[src/rtl/ddr2_sys_ddr2_dmaster_st_channel_arbiter_pkg.sv]
// Shared definitions for the debug-master ST channel arbiter.
//   arb_state_t : packet FSM encoding (IDLE = arbitrating, LOCKED = mid-packet)
//   DROP_MAX    : saturation value of the orphan drop counter
//   sat_inc8    : saturating 8-bit increment
package ddr2_sys_ddr2_dmaster_st_channel_arbiter_pkg;

  typedef enum logic {
    ST_IDLE   = 1'b0,
    ST_LOCKED = 1'b1
  } arb_state_t;

  localparam logic [7:0] DROP_MAX = 8'hFF;

  function automatic logic [7:0] sat_inc8(input logic [7:0] v);
    return (v == DROP_MAX) ? v : v + 8'd1;
  endfunction

endpackage

[src/rtl/ddr2_sys_ddr2_dmaster_st_channel_arbiter_rr_arbiter.sv]
// Combinational round-robin picker.
//   req     : request vector, one bit per source
//   rr_ptr  : index of the highest-priority source this cycle
//   gnt     : one-hot grant (zero when no request)
//   gnt_idx : binary index of the granted source
//   gnt_vld : at least one request present
module ddr2_sys_rr_arbiter
  import ddr2_sys_ddr2_dmaster_st_channel_arbiter_pkg::*;
#(
  parameter int NUM_CH = 4,
  localparam int PTR_W = $clog2(NUM_CH)
) (
  input  logic [NUM_CH-1:0] req,
  input  logic [PTR_W-1:0]  rr_ptr,
  output logic [NUM_CH-1:0] gnt,
  output logic [PTR_W-1:0]  gnt_idx,
  output logic              gnt_vld
);

  // Walk sources starting at rr_ptr; one extra bit lets the sum wrap
  // correctly for non-power-of-two NUM_CH.
  always_comb begin
    logic [PTR_W:0] pos;
    pos     = '0;
    gnt     = '0;
    gnt_idx = '0;
    gnt_vld = 1'b0;
    for (int k = 0; k < NUM_CH; k++) begin
      pos = {1'b0, rr_ptr} + (PTR_W+1)'(k);
      if (pos >= (PTR_W+1)'(NUM_CH)) pos = pos - (PTR_W+1)'(NUM_CH);
      if (!gnt_vld && req[pos[PTR_W-1:0]]) begin
        gnt_vld                 = 1'b1;
        gnt[pos[PTR_W-1:0]]     = 1'b1;
        gnt_idx                 = pos[PTR_W-1:0];
      end
    end
  end

endmodule

[src/rtl/ddr2_sys_ddr2_dmaster_st_channel_arbiter.sv]
// Packet-level round-robin merge of NUM_CH Avalon-ST byte sources into one
// channelised, registered stream (1-cycle latency). A grant is held from SOP
// to EOP; out_channel carries the source index.
//   clk, reset_n                : clock, async active-low reset
//   in_valid/in_ready/in_data/
//   in_startofpacket/in_endofpacket : per-source ST sinks (data packed per source)
//   out_ready/out_valid/out_data/out_channel/
//   out_startofpacket/out_endofpacket : merged ST source
//   drop_count                  : saturating count of discarded orphan beats
module ddr2_sys_ddr2_dmaster_st_channel_arbiter
  import ddr2_sys_ddr2_dmaster_st_channel_arbiter_pkg::*;
#(
  parameter int NUM_CH = 4,
  parameter int DATA_W = 8,
  parameter int CH_W   = 8
) (
  input  logic                     clk,
  input  logic                     reset_n,
  input  logic [NUM_CH-1:0]        in_valid,
  output logic [NUM_CH-1:0]        in_ready,
  input  logic [NUM_CH*DATA_W-1:0] in_data,
  input  logic [NUM_CH-1:0]        in_startofpacket,
  input  logic [NUM_CH-1:0]        in_endofpacket,
  input  logic                     out_ready,
  output logic                     out_valid,
  output logic [DATA_W-1:0]        out_data,
  output logic [CH_W-1:0]          out_channel,
  output logic                     out_startofpacket,
  output logic                     out_endofpacket,
  output logic [7:0]               drop_count
);

  localparam int PTR_W = $clog2(NUM_CH);

  arb_state_t        state, state_nxt;
  logic [PTR_W-1:0]  rr_ptr, rr_ptr_nxt;
  logic [PTR_W-1:0]  lock_ch, lock_ch_nxt;

  logic              ld;
  logic [NUM_CH-1:0] sop_req, orph_req, arb_gnt, sel_oh;
  logic [PTR_W-1:0]  arb_idx, orph_idx, sel_idx;
  logic              arb_vld, orph_vld, sel_vld, drop, xfer, fwd;
  logic              sel_valid, sel_sop, sel_eop;
  logic [DATA_W-1:0] sel_data;

  function automatic logic [PTR_W-1:0] nxt_ptr(input logic [PTR_W-1:0] p);
    return (p == PTR_W'(NUM_CH-1)) ? '0 : p + PTR_W'(1);
  endfunction

  function automatic logic [NUM_CH-1:0] dec(input logic [PTR_W-1:0] p);
    logic [NUM_CH-1:0] oh;
    oh = '0;
    for (int i = 0; i < NUM_CH; i++) oh[i] = (p == PTR_W'(i));
    return oh;
  endfunction

  assign sop_req  = in_valid &  in_startofpacket;
  assign orph_req = in_valid & ~in_startofpacket;

  ddr2_sys_rr_arbiter #(.NUM_CH(NUM_CH)) u_rr (
    .req     (sop_req),
    .rr_ptr  (rr_ptr),
    .gnt     (arb_gnt),
    .gnt_idx (arb_idx),
    .gnt_vld (arb_vld)
  );

  // Orphans only drain when no SOP is waiting; lowest index first.
  always_comb begin
    orph_vld = 1'b0;
    orph_idx = '0;
    for (int i = NUM_CH-1; i >= 0; i--) begin
      if (orph_req[i]) begin
        orph_vld = 1'b1;
        orph_idx = PTR_W'(i);
      end
    end
  end

  // Source selection. While LOCKED the owner stays selected even with
  // valid low, so mid-packet gaps never reopen arbitration.
  always_comb begin
    ld      = !out_valid || out_ready;
    sel_vld = 1'b0;
    sel_idx = lock_ch;
    sel_oh  = '0;
    drop    = 1'b0;
    if (state == ST_LOCKED) begin
      sel_vld = 1'b1;
      sel_idx = lock_ch;
      sel_oh  = dec(lock_ch);
    end else if (arb_vld) begin
      sel_vld = 1'b1;
      sel_idx = arb_idx;
      sel_oh  = arb_gnt;
    end else if (orph_vld) begin
      sel_vld = 1'b1;
      sel_idx = orph_idx;
      sel_oh  = dec(orph_idx);
      drop    = 1'b1;
    end

    sel_valid = 1'b0;
    sel_sop   = 1'b0;
    sel_eop   = 1'b0;
    sel_data  = '0;
    for (int i = 0; i < NUM_CH; i++) begin
      if (sel_oh[i]) begin
        sel_valid = in_valid[i];
        sel_sop   = in_startofpacket[i];
        sel_eop   = in_endofpacket[i];
        sel_data  = in_data[i*DATA_W +: DATA_W];
      end
    end

    // reset_n gate keeps sources from seeing a handshake while held in reset.
    in_ready = (ld && sel_vld && reset_n) ? sel_oh : '0;
    xfer     = ld && sel_vld && sel_valid;
    fwd      = xfer && !drop;
  end

  // Packet FSM next state. A stray SOP while LOCKED is just another beat.
  always_comb begin
    state_nxt   = state;
    rr_ptr_nxt  = rr_ptr;
    lock_ch_nxt = lock_ch;
    case (state)
      ST_IDLE: begin
        if (fwd) begin
          if (sel_eop) begin
            rr_ptr_nxt = nxt_ptr(sel_idx);
          end else begin
            state_nxt   = ST_LOCKED;
            lock_ch_nxt = sel_idx;
          end
        end
      end
      ST_LOCKED: begin
        if (fwd && sel_eop) begin
          state_nxt  = ST_IDLE;
          rr_ptr_nxt = nxt_ptr(lock_ch);
        end
      end
      default: state_nxt = ST_IDLE;
    endcase
  end

  always_ff @(posedge clk or negedge reset_n) begin
    if (!reset_n) begin
      state   <= ST_IDLE;
      rr_ptr  <= '0;
      lock_ch <= '0;
    end else begin
      state   <= state_nxt;
      rr_ptr  <= rr_ptr_nxt;
      lock_ch <= lock_ch_nxt;
    end
  end

  always_ff @(posedge clk or negedge reset_n) begin
    if (!reset_n) begin
      out_valid         <= 1'b0;
      out_data          <= '0;
      out_channel       <= '0;
      out_startofpacket <= 1'b0;
      out_endofpacket   <= 1'b0;
    end else if (ld) begin
      out_valid <= fwd;
      if (fwd) begin
        out_data          <= sel_data;
        out_channel       <= CH_W'(sel_idx);
        out_startofpacket <= sel_sop;
        out_endofpacket   <= sel_eop;
      end
    end
  end

  always_ff @(posedge clk or negedge reset_n) begin
    if (!reset_n)          drop_count <= '0;
    else if (xfer && drop) drop_count <= sat_inc8(drop_count);
  end

endmodule
[config.mk]
export PLATFORM = sky130hd
export DESIGN_NAME = ddr2_sys_ddr2_dmaster_st_channel_arbiter
export DESIGN_NICKNAME = d
export VERILOG_FILES = /design/src/rtl/ddr2_sys_ddr2_dmaster_st_channel_arbiter_pkg.sv /design/src/rtl/ddr2_sys_ddr2_dmaster_st_channel_arbiter_rr_arbiter.sv /design/src/rtl/ddr2_sys_ddr2_dmaster_st_channel_arbiter.sv
export SDC_FILE = /design/constraint.sdc
export NUM_CORES = 1
export LEC_CHECK = 0
export CORE_UTILIZATION = 45
export CTS_BUF_LIST = sky130_fd_sc_hd__clkbuf_4 sky130_fd_sc_hd__clkbuf_8 sky130_fd_sc_hd__clkbuf_16
export DETAILED_ROUTE_END_ITERATION = 8
export PLACE_DENSITY = 0.89
export SYNTH_ARGS = -nofsm -noshare
export SYNTH_HDL_FRONTEND = slang
export SYNTH_SLANG_ARGS = --single-unit
[constraint.sdc]
create_clock -name clk -period 10 [get_ports clk]
set_clock_uncertainty 0.1 [all_clocks]
set_input_delay 2 -clock clk [delete_from_list [all_inputs] [get_ports clk]]
set_output_delay 2 -clock clk [all_outputs]
set_load 0.05 [all_outputs]
==> results of run 1 <==
per-layer routing:
| layer | vias up | GRT usage (%) | wire length [um] |
|---|---|---|---|
| met5 | - | 0 | 0 |
| met4 | 0 | 4.82 | 100 |
| met3 | 14 | 6.29 | 557 |
| met2 | 133 | 43.1 | 3360 |
| met1 | 1173 | 33.4 | 2790 |
| li1 | 1203 | - | - |
how the worst min path moves through the flow:
stage / start / to / slack [ns]
6_report: out_endofpacket / out_endofpacket / 0.40
5_1_grt: out_endofpacket / out_endofpacket / 0.43
4_1_cts: out_endofpacket / out_endofpacket / 0.40
3_5_place_dp: out_endofpacket / out_endofpacket / 0.38
3_3_place_gp: out_endofpacket / out_endofpacket / 0.38
2_1_floorplan: lock_ch[0] / lock_ch[0] / 0.46
synth_stat cells, types with 3 or more instances:
cell      number  area (sq um)
a21oi_1        7          35.0
a221oi_1       3          26.3
a311o_1        5          50.1
a31oi_1       11          68.8
a41oi_1        4          35.0
and2_1         4          25.0
buf_4          7          52.6
clkbuf_1      14          52.6
dfrtp_1       26           651
ha_1          12           150
inv_1         14          52.6
mux2_2         3          33.8
mux2i_1        5          50.1
mux4_2         3          67.6
nand2_1       42           158
nand2b_1       4          25.0
nand3_1       24           120
nand4_1        3          18.8
nor2_1        25          93.8
nor2b_1        4          25.0
nor3_1         3          15.0
o211ai_1      11          82.6
o21ai_0        9          45.0
xnor2_1        4          35.0
xor2_1         4          35.0
cells by family after synthesis:
group                      after synthesis
muxes                                   12
buffers and inverters                   38
adders and majority gates               12
xor gates and xnor gates                 8
AOI/OAI and AO/OA                       72
DFF                                     26
other                                    1
and+or+nand+nor                        128
area by class of cell:
cell class	count	area (sq um)	share of cell area, %
clock buffers	4	55.1	1.74
multi-input cells	238	1600	50.3
flip-flops and latches	26	651	20.5
inverters	15	56.3	1.78
well taps	70	87.6	2.76
repair buffers	73	726	22.9
state kept, by name (all words and copies together) (netlist names), named ones only:
name	flops
out_endofpacket	1
drop_count	8
out_data	8
lock_ch	2
out_startofpacket	1
out_valid	1
out_channel	2
rr_ptr	2
worst register-to-register path, stage by stage, from the launching register on:
cell and delay, ns:
dfrtp_1 0.74, inv_2 0.24, ha_1 0.53, mux4_2 0.43, a311o_1 0.35, a311o_1 0.36
nand2_1 0.49, o221ai_2 0.23, a21oi_4 0.55, or4b_4 0.56, mux2_4 0.32
power groups by stage:
stage / sequential [mW] / combinational [mW] / clock (mW)
3_3_place_gp: 0.218 / 0.803 / 0
2_1_floorplan: 0.315 / 0.500 / 0
3_5_place_dp: 0.219 / 0.818 / 0
6_report: 0.220 / 0.823 / 0.0691
4_1_cts: 0.219 / 0.821 / 0.0685
5_1_grt: 0.228 / 0.893 / 0.0728
==> impl_metrics.yaml, run 1 <==
run_status:
  status: "complete, no violations"
logic_synthesis:
  syn_area_sq_um: 2400
  synth-async-reset-ratio_pct: 100
  synth_cells: 297
  synth-compound-area-share_pct: 22.9
  yosys_most_used_dff: "dfrtp_1"
  yosysWarnings: 0
  synth_edf_count: 0
  synth_seq_cells: 26
  avgSynthCellArea_sq_um: 8.08
  yosys.area_share.simple_pct: 26.6
  synthAdderAreaFrac_pct: 6.26
  yosysSeqAreaShare_pct: 27.1
  synth_top_family_by_area: "simple AND/OR/NAND/NOR gates"
  synthMuxAreaShare_pct: 6.94
  synthXorXnorAreaFrac_pct: 2.92
  synth_cell_types: 57
clock_tree:
  cts.sinks: 26
  post-cts-setup-buffers: 0
  cts_resized: 0
  cts_max_level: 1
  clock_path_buffers: 2
  clock_latency_ns: 0.27
  numCtsBuffers: 3
  clockRootBuffer: "clkbuf_8"
  cts_tree: "done"
  cts_hold_buf: 0
  clk_pin_slew_ns: 0.09
sta:
  relSlewSlack_pct: 30.3
  slew_violations: 0
  setup_slack_ns: 2.47
  fmax_mhz: 133
  finalSetupTns_ns: 0
  rsz0062_at_grt: "no"
  max_slew.worst_pin.slew_ns: 1.03
  finalHoldViolCount: 0
  whs_ns: 0.402
  setup_violations: 0
  period_share_pct: 75.3
  post-route-min-period_ns: 7.53
layout:
  fin_cells: 426
  layout_common_cells: "clkdlybuf4s50_1 (71), nand2_1 (42), dfrtp_1 (26), nor2_1 (25), nand3_1 (24)"
  layout-area-overhead-vs-synth_pct: 32.2
  nets: 416
  final_area_sq_um: 3170
  fillers: 448
  final_common_cell: "clkdlybuf4s50_1"
  fin_util_pct: 62.1
  drive_above_1_share_pct: 6.46
  antenna_cells: 0
global_routing:
  grt_pass1_wl_um: 11000
  grt_pass1_vias: 2336
  grt_max_degree: 28
  grt.overflow.total: 0
  antenna_found_initial: 0
  grt_usage_pct: 25.5
pwr:
  vdd_drop_max_uv: 259
  p_clk_share_pct: 6.2
  p_seq_share_pct: 19.8
  leakage_nw: 1.27
  power_per_cell_area_nw_per_um2: 351
  switchingPower_mw: 0.612
  switching_share_pct: 55.0
  power_mw: 1.11
  cellInternalPower_mw: 0.501
  comb_power_share_pct: 74.0
detailed_routing:
  wire_per_inst_um: 16.0
  viasPerCell: 5.92
  wl_um: 6810
  first_iter_violations: 295
  drc: 0
  dr_total_vias: 2523
  antenna_left: 0
  dr.pass1.iters: 4
critical_path:
  critPathKind: "primary input to primary output"
  r2r_slack_ns: 5.00
  crit_path_max_incr_delay_ns: 0.72
  path_depth: 8
  crit_path_start_kind: "primary input"
  reg2reg_from: "rr_ptr[0]"
  worst_path_max_delay_cell: "clkdlybuf4s50_1"
  cp_cell_sequence: "clkdlybuf4s50_1 > and2_4 > mux4_2 > a311o_1 > a311o_1 > nand2_1 > nor2_1 > clkdlybuf4s50_1"
  path_max_fanout: 22
  r2r_end: "lock_ch[0]"
  cp-end-kind: "primary output"
  crit_end: "in_ready[2]"
  crit_start: "in_valid[0]"
  rr_worst_depth: 10
  crit_arrival_ns: 5.43
  critPathBufInv: 2
  cp.required_ns: 7.90
  crit_family: "buffers and inverters"
floorplanning:
  start_util_pct: 47.0
  pin_count: 78
  dieArea_sq_um: 5630
  core_sq_um: 5110
  die_h_um: 75.0
  die_w_um: 75.0
  row_count: 26
placed_design:
  port_buffers: 71
  pre_cts_slack_ns: 2.50
  place.gp.congestion: 0.972
  post_dp_cell_area_sq_um: 3120
  dp.cells: 422
  dp_hpwl_um: 5310
hold_path:
  min_path_cells: 1
  min_path_type: "flop to flop"
job:
  maxCapViolCount: 0
No activity file was read; power rests on OpenSTA's default activity.
==> inputs of run 2 (changes only) <==
- CORE_UTILIZATION: 45 -> 42
- PLACE_DENSITY: 0.89 -> 0.88
- clock period: 10 -> 6.65 ns (I/O delays scaled with it)
==> run 2 against run 1 <==
- the flow now finishes with violations (design-rule violations)
- via count is 0.59% higher
- clock-buffer cell count is 1 lower
- critical endpoint is now in_ready[1]
- core utilization decreased by 3.9 points
- cell count is 0.94% higher
- routed wire length increased by 4.9%
- clock power increased by 92%
- non-clock buffer count grew 2
- largest cell class unchanged
- critical path depth unchanged
- critical path type unchanged
- die area grew 7.0%
- worst hold slack improved by 0.0018 ns
- sequential power up 50%
- combinational power increased by 54%
==> impl_metrics.yaml, run 2 (same netlist as run 1, synthesis figures left out) <==
detailed_routing:
  antenna_left: 0
  topRoutingLayerUsed: "met4"
  met2WireLength_um: 3550
  drc: 2
  viasPerCell: 5.90
  wire_per_inst_um: 16.6
  dr.pass1.iters: 6
  wl_um: 7140
  first_iter_violations: 297
  dr_total_vias: 2538
  route.met3.wl_um: 528
  met1_length_um: 2910
run_status:
  status: "complete, but fails checks"
  violations: "design-rule violations"
critical_path:
  crit_arrival_ns: 4.55
  cp.required_ns: 5.22
  crit_path_start_kind: "primary input"
  cp-end-kind: "primary output"
  path_max_fanout: 11
  critPathKind: "primary input to primary output"
clock_tree:
  cts_resized: 0
  numCtsBuffers: 3
  clock_latency_ns: 0.28
  clock_path_buffers: 2
  cts_tree: "done"
  post-cts-setup-buffers: 0
  clockRootBuffer: "clkbuf_8"
  cts_hold_buf: 0
  cts_max_level: 1
  cts.sinks: 26
  clk_pin_slew_ns: 0.09
floorplanning:
  pin_count: 78
  core_sq_um: 5510
  row_count: 27
  start_util_pct: 43.6
  die_w_um: 77.6
  dieArea_sq_um: 6020
  die_h_um: 77.6
hold_path:
  min_path_type: "flop to flop"
pwr:
  leakage_nw: 1.29
  power_per_cell_area_nw_per_um2: 540
  vdd_drop_max_uv: 357
sta:
  finalHoldViolCount: 0
  relSlewSlack_pct: 37.1
  setup_violations: 0
  fmax_mhz: 167
  period_share_pct: 90.0
  post-route-min-period_ns: 5.98
  max_slew.worst_pin.slew_ns: 0.936
  rsz0062_at_grt: "no"
  finalSetupTns_ns: 0
  slew_violations: 0
placed_design:
  place.gp.congestion: 1.00
  dp_hpwl_um: 5480
  port_buffers: 71
layout:
  layout-area-overhead-vs-synth_pct: 33.6
  nets: 418
  top_regs: "drop_count (8), out_data (8)"
  final_common_cell: "clkdlybuf4s50_1"
  layout_common_cells: "clkdlybuf4s50_1 (71), nand2_1 (42), dfrtp_1 (26), nor2_1 (25), nand3_1 (24)"
  fin_util_pct: 58.2
  antenna_cells: 0
  drive_above_1_share_pct: 6.98
  fillers: 485
global_routing:
  grt.overflow.total: 0
  grt_max_degree: 28
  grt_pass1_vias: 2441
  antenna_found_initial: 0
  grt_usage_pct: 24.2
  grt_pass1_wl_um: 11600
job:
  maxCapViolCount: 0
## run 2: cell count changes in the layout (fill, tap and decap cells not counted), sizes merged
cell,before,now
clkbuf,4,3
bufinv,0,1
buf,2,4
## run 2: layout make-up
cell class,count,area [sq um],area share [%]
clock buffer,3,41.3,1.29
clock inverter,1,30.0,0.937
inverter,15,56.3,1.76
multi-input combinational,238,1600,49.8
sequential,26,651,20.3
tap,72,90.1,2.81
timing repair buffer,75,741,23.1
## run 2: path summary, 6_finish.rpt
path | slack, ns | to | startpoint | cells past startpoint
min in group asynchronous | 1.32 | out_valid | reset_n | 2
hold / removal | 0.40 | drop_count[4] | drop_count[4] | 1
hold reg to reg | 0.40 | drop_count[4] | drop_count[4] | 1
setup reg to reg | 1.92 | rr_ptr[1] | rr_ptr[0] | 10
setup / recovery | 0.67 | in_ready[1] | in_valid[2] | 8
max in group asynchronous | 4.87 | drop_count[6] | reset_n | 2
## run 2: where the power goes
part | leakage, nW | switching, mW | internal [mW]
clock | 0.0357 | 0.0523 | 0.0807
sequential | 0.301 | 0.0969 | 0.233
combinational | 0.950 | 0.787 | 0.480
## run 2: worst max-delay path, stage by stage
cell and delay, ns:
clkdlybuf4s50_1 0.61, and2_1 0.28, mux4_2 0.52, a311o_1 0.33, a311o_1 0.38, nand2_1 0.29
nor2_1 0.08, clkdlybuf4s50_1 0.72
## run 2: per-stage QoR
| step | total power [mW] | instances | setup slack (ns) | hold slack [ns] | instance area [sq um] |
|---|---|---|---|---|---|
| 2_1_floorplan | 1.23 | 302 | 1.22 | 0.459 | 2420 |
| 3_3_place_gp | 1.55 | 426 | 0.728 | 0.382 | 3130 |
| 3_5_place_dp | 1.58 | 426 | 0.696 | 0.386 | 3130 |
| 4_1_cts | 1.72 | 430 | 0.686 | 0.401 | 3200 |
| 5_1_grt | 1.85 | 430 | 0.545 | 0.417 | 3200 |
| 6_report | 1.73 | 430 | 0.665 | 0.404 | 3200 |
## run 2: layer usage
metal	vias to the layer above	track usage, %
met1	1185	31.1
met3	17	3.65
li1	1205	-
met4	0	8.11
met5	-	0
met2	131	41.3
==> RTL change 1: new RTL, settings of run 1 <==
`NUM_CH` is set to 4 in 2 places; all go to 8.
--- a/src/rtl/ddr2_sys_ddr2_dmaster_st_channel_arbiter_rr_arbiter.sv
+++ b/src/rtl/ddr2_sys_ddr2_dmaster_st_channel_arbiter_rr_arbiter.sv
@@ -7,7 +7,7 @@
 module ddr2_sys_rr_arbiter
   import ddr2_sys_ddr2_dmaster_st_channel_arbiter_pkg::*;
 #(
-  parameter int NUM_CH = 4,
+  parameter int NUM_CH = 8,
   localparam int PTR_W = $clog2(NUM_CH)
 ) (
   input  logic [NUM_CH-1:0] req,
--- a/src/rtl/ddr2_sys_ddr2_dmaster_st_channel_arbiter.sv
+++ b/src/rtl/ddr2_sys_ddr2_dmaster_st_channel_arbiter.sv
@@ -10,7 +10,7 @@
 module ddr2_sys_ddr2_dmaster_st_channel_arbiter
   import ddr2_sys_ddr2_dmaster_st_channel_arbiter_pkg::*;
 #(
-  parameter int NUM_CH = 4,
+  parameter int NUM_CH = 8,
   parameter int DATA_W = 8,
   parameter int CH_W   = 8
 ) (
Interface: changed (5 resized); port bits go from 78 to 126. No check against the original RTL was run, so the function may have changed too.
==> RTL change 1 against run 1 <==
The run now ends with design-rule violations left. Final area is 83% higher. Routed wire length rose to 3.0 times the old value. Worst setup slack got worse by 1.3 ns. Synthesized cell count increased by 98%. Area after synthesis grew 84%. Sequential cell count is 3 higher.
Power is not shown: default switching activity piles up to over one toggle a cycle in this logic, so the estimate is an artifact.
==> RTL change 1: results (changes against run 1) <==
INFO  metric detail_route.drc_violations = 4 (+4)
INFO  metric r2r_slack = 3.04 ns (-1.96 ns)
INFO  metric worst_hold_path_ep = out_data[4]
INFO  metric finish.net_count = 796 (+91%)
INFO  metric crit_arrival = 6.76 ns (+1.33 ns)
INFO  metric synth_cell_type_count = 75 (+32%)
INFO  metric routed_length_per_instance = 24.69 um (+54%)
INFO  metric violated_checks = design-rule violations
INFO  metric pin_count_of_the_biggest_net_entering_global_routing = 39 (+39%)
INFO  metric layout-drive-gt1-share = 0.08249 (+0.01788)
INFO  metric end_of_the_worst_register_to_register_path = out_data[0]
INFO  metric hold-path-cell-count = 2 (+1)
INFO  metric port_buffers = 120 (+69%)
INFO  metric initial_drc_count = 674 (+130%)
INFO  metric critical_path_peak_fanout = 21 (-4.5%)
INFO  metric rr_worst_depth = 13 (+3)
INFO  metric drt_pre_antenna_iters = 9 (+5)
INFO  metric syn-instance-count = 587 (+98%)
INFO  metric placement.cell_area = 5694 sq um (+83%)
INFO  metric dp_slack = 1.245 ns (-1.257 ns)
INFO  metric dp_cells = 812 (+92%)
INFO  metric routed-via-count = 5618 (+120%)
INFO  metric grt.total_usage = 0.3991 (+0.1439)
INFO  metric reg2reg_from = rr_ptr[1]
INFO  metric drt-total-wl = 20.24 mm (+200%)
INFO  metric gate_family_responsible_for_the_most_delay_along_the_worst_path = simple AND/OR/NAND/NOR gates
INFO  metric top_cells_by_area_synth = sky130_fd_sc_hd__dfrtp_1, sky130_fd_sc_hd__mux4_2, sky130_fd_sc_hd__nand2_1
INFO  metric run_status = finished with violations
INFO  metric clk_transition_reported_paths = 0.07 ns (-0.02 ns)
INFO  metric hpwl = 15.63 mm (+190%)
INFO  metric slew_headroom = 0.2996 (-0.003703)
INFO  metric cts_inserted_buffers = 5 (+2)
INFO  metric timing.critical_path.slowest_cell_delay = 0.82 ns (+0.10 ns)
INFO  metric cts_htree_levels = 2 (+1)
==> RTL change 1: tightest hold or removal path: stages, from the launching register on <==
cell and delay (ns):
sky130_fd_sc_hd__dfrtp_1 0.34, sky130_fd_sc_hd__nand2_1 0.04, sky130_fd_sc_hd__o21ai_0 0.06
==> RTL change 1: worst max path at each step <==
stage	cells past startpoint	endpoint	slack [ns]	startpoint
global placement	10	in_ready[1]	1.31	in_valid[6]
CTS	10	in_ready[1]	1.23	in_valid[6]
detailed placement	10	in_ready[1]	1.24	in_valid[6]
floorplan	10	in_ready[1]	2.77	in_valid[5]
global route	10	in_ready[1]	0.92	in_valid[6]
finish	10	in_ready[1]	1.14	in_valid[2]
==> RTL change 1: logic make-up (layout without fill, tap and decap cells) <==
kind of cell	count (synthesis)	after routing	share of synthesized area
AND/OR/NAND/NOR	255	255	0.2840
AO/OA/AOI/OAI	180	180	0.2908
buffers and inverters	60	160	0.05889
multiplexers	38	38	0.1393
flip-flops	29	29	0.1642
adder cells (fa/ha/maj)	15	15	0.04247
XOR/XNOR	9	9	0.01954
other	1	5	0.0008486
==> RTL change 1: area by class of cell <==
type	instances	area [sq um]
clock buffers	7	90.09
flip-flops and latches	29	725.7
well taps	129	161.4
fillers	847	3557
inverters	22	82.58
multi-input cells	502	3448
repair buffers	130	1276
clock inverters	1	30.03
==> RTL change 1: layer usage <==
layer | wire, um | global-route usage | vias up
met5 | 0 | 0 | -
met4 | 769 | 0.1505 | 0
met2 | 9170 | 0.6180 | 426
li1 | - | - | 2438
met3 | 2230 | 0.1061 | 78
met1 | 8073 | 0.5333 | 2676
==> RTL change 2: new RTL, flow settings as in run 1 <==
Without the edit above. Register the output `drop_count` once more, without a reset; this adds one clock of latency there. The other outputs are not delayed to match.
--- a/src/rtl/ddr2_sys_ddr2_dmaster_st_channel_arbiter.sv
+++ b/src/rtl/ddr2_sys_ddr2_dmaster_st_channel_arbiter.sv
@@ -31,6 +31,8 @@
 );
 
   localparam int PTR_W = $clog2(NUM_CH);
+
+  logic [7:0] drop_count_s0;
 
   arb_state_t        state, state_nxt;
   logic [PTR_W-1:0]  rr_ptr, rr_ptr_nxt;
@@ -176,8 +178,12 @@
   end
 
   always_ff @(posedge clk or negedge reset_n) begin
-    if (!reset_n)          drop_count <= '0;
-    else if (xfer && drop) drop_count <= sat_inc8(drop_count);
+    if (!reset_n)          drop_count_s0 <= '0;
+    else if (xfer && drop) drop_count_s0 <= sat_inc8(drop_count_s0);
+  end
+
+  always_ff @(posedge clk) begin
+    drop_count <= drop_count_s0;
   end
 
 endmodule
Check against the original RTL: not equivalent (a bounded check fails within 4 cycles, from zero or initial values and one cycle with reset_n low).
==> RTL change 2 against run 1 <==
The run now ends with design-rule violations left. Final area up 7.2%. Sequential cell count up 8. Routed wire length rose by 4.0%. Clock power is 91% higher. Via count rose by 0.75%. Final cell count is 3.3% higher. Register-to-register slack better by 0.06 ns. Total power rose by 9.8%. Area after synthesis increased by 6.7%. Maximum frequency is 0.52% lower. Worst setup slack lost 0.039 ns. Critical endpoint unchanged.
==> RTL change 2: results (changes against run 1) <==
INFO  metric synth_cell_type_count = 58 (+1.8%)
INFO  metric finish.net_count = 426 (+2.4%)
INFO  metric avgViaCountPerCell = 5.777 (-2.5%)
INFO  metric synthXorXnorAreaFrac = 0.02738 (-0.001828)
INFO  metric via_count_of_the_first_global_routing_pass = 2435 (+4.2%)
INFO  metric initial_drc_count = 232 (-21%)
INFO  metric grt_pass1_wl = 11.32 mm (+3.0%)
INFO  metric drt_pre_antenna_iters = 7 (+3)
INFO  metric violated_checks = design-rule violations
INFO  metric worst_slew_pin_slew = 0.9312 ns (-0.09935 ns)
INFO  metric detail_route.drc_violations = 2 (+2)
INFO  metric grt.total_usage = 0.2399 (-0.01529)
INFO  metric synth-async-reset-ratio = 0.7647 (-0.2353)
INFO  metric top_cells_by_area_synth = sky130_fd_sc_hd__dfrtp_1, sky130_fd_sc_hd__dfxtp_1, sky130_fd_sc_hd__nand2_1
INFO  metric grt.met3_usage = 0.06000 (-0.002918)
INFO  metric layout_top_registers = drop_count x8, drop_count_s0 x8, out_data x8
INFO  metric complex_gate_fraction_of_the_synthesized_area = 0.2147 (-0.01433)
INFO  metric run_status = finished with violations
INFO  metric yosysSeqAreaShare = 0.3169 (+0.04561)
INFO  metric wirelength_met1 = 2.876 mm (+3.0%)
INFO  metric clk_transition_reported_paths = 0.06 ns (-0.03 ns)
INFO  metric synth.mux.area_fraction = 0.06504 (-0.004343)
INFO  metric n_fill_cell = 464 (+3.6%)
INFO  metric cellLeakagePower = 1.369 nW (+7.8%)
INFO  metric met3_wire_length = 587 um (+5.4%)
INFO  metric dp_slack = 2.472 ns (-0.03034 ns)
INFO  metric cts_inserted_buffers = 5 (+2)
INFO  metric crit_arrival = 5.47 ns (+0.04 ns)
INFO  metric maximum_ir_drop_on_the_vdd_rail = 0.2741 mV (+6.0%)
INFO  metric cts_htree_levels = 2 (+1)
INFO  metric clk_latency = 0.29 ns (+0.02 ns)
INFO  metric layout-drive-gt1-share = 0.07337 (+0.008763)
INFO  metric routed_length_per_instance = 16.09 um (+0.66%)
INFO  metric synth-adder-area-share = 0.05868 (-0.003918)
INFO  metric hpwl = 5.443 mm (+2.5%)
## RTL change 2: logic make-up (layout without fill, tap and decap cells)
| family | after synthesis | count (layout) |
|---|---|---|
| fa+ha+maj | 12 | 12 |
| xor+xnor | 8 | 8 |
| compound gates | 72 | 72 |
| simple gates | 128 | 128 |
| mux | 12 | 12 |
| flops | 34 | 34 |
| buf+inv | 38 | 96 |
| other cells | 1 | 6 |
## RTL change 2: worst paths after layout
check,start,to,slack [ns],cells past startpoint
max,in_valid[2],in_ready[2],2.43,8
min,drop_count_s0[5],drop_count[5],0.27,0
max reg2reg,rr_ptr[0],lock_ch[0],5.06,10
min reg2reg,drop_count_s0[5],drop_count[5],0.27,0
max in group asynchronous,reset_n,out_data[4],7.56,2
min in group asynchronous,reset_n,lock_ch[1],1.98,2
## RTL change 2: final cells by class
cell class,count,area share
Clock buffer,7,0.02651
Tap cell,72,0.02651
Timing Repair Buffer,73,0.2135
Inverter,15,0.01657
Sequential cell,34,0.2386
Clock inverter,1,0.008837
Multi-Input combinational cell,238,0.4694
## RTL change 2: power by group
group	switching [mW]	internal, mW	leakage (nW)
clock	0.0481	0.0839	0.0619
sequential	0.0657	0.196	0.367
combinational	0.517	0.310	0.940
## RTL change 2: stage by stage
stage,cell area (sq um),cells,hold slack [ns]
after detailed placement,3278,432,0.2557
after global placement,3278,432,0.2548
after global routing,3398,440,0.2881
after floorplan,2577,310,0.2472
after CTS,3398,440,0.2711
final,3398,440,0.2688
## RTL change 2: worst max-delay path: cells and delay by family
kind / cells / cell delay, ns
AO/OA/AOI/OAI: 2 / 0.69
buffers and inverters: 2 / 1.34
multiplexers: 1 / 0.53
AND/OR/NAND/NOR: 3 / 0.91
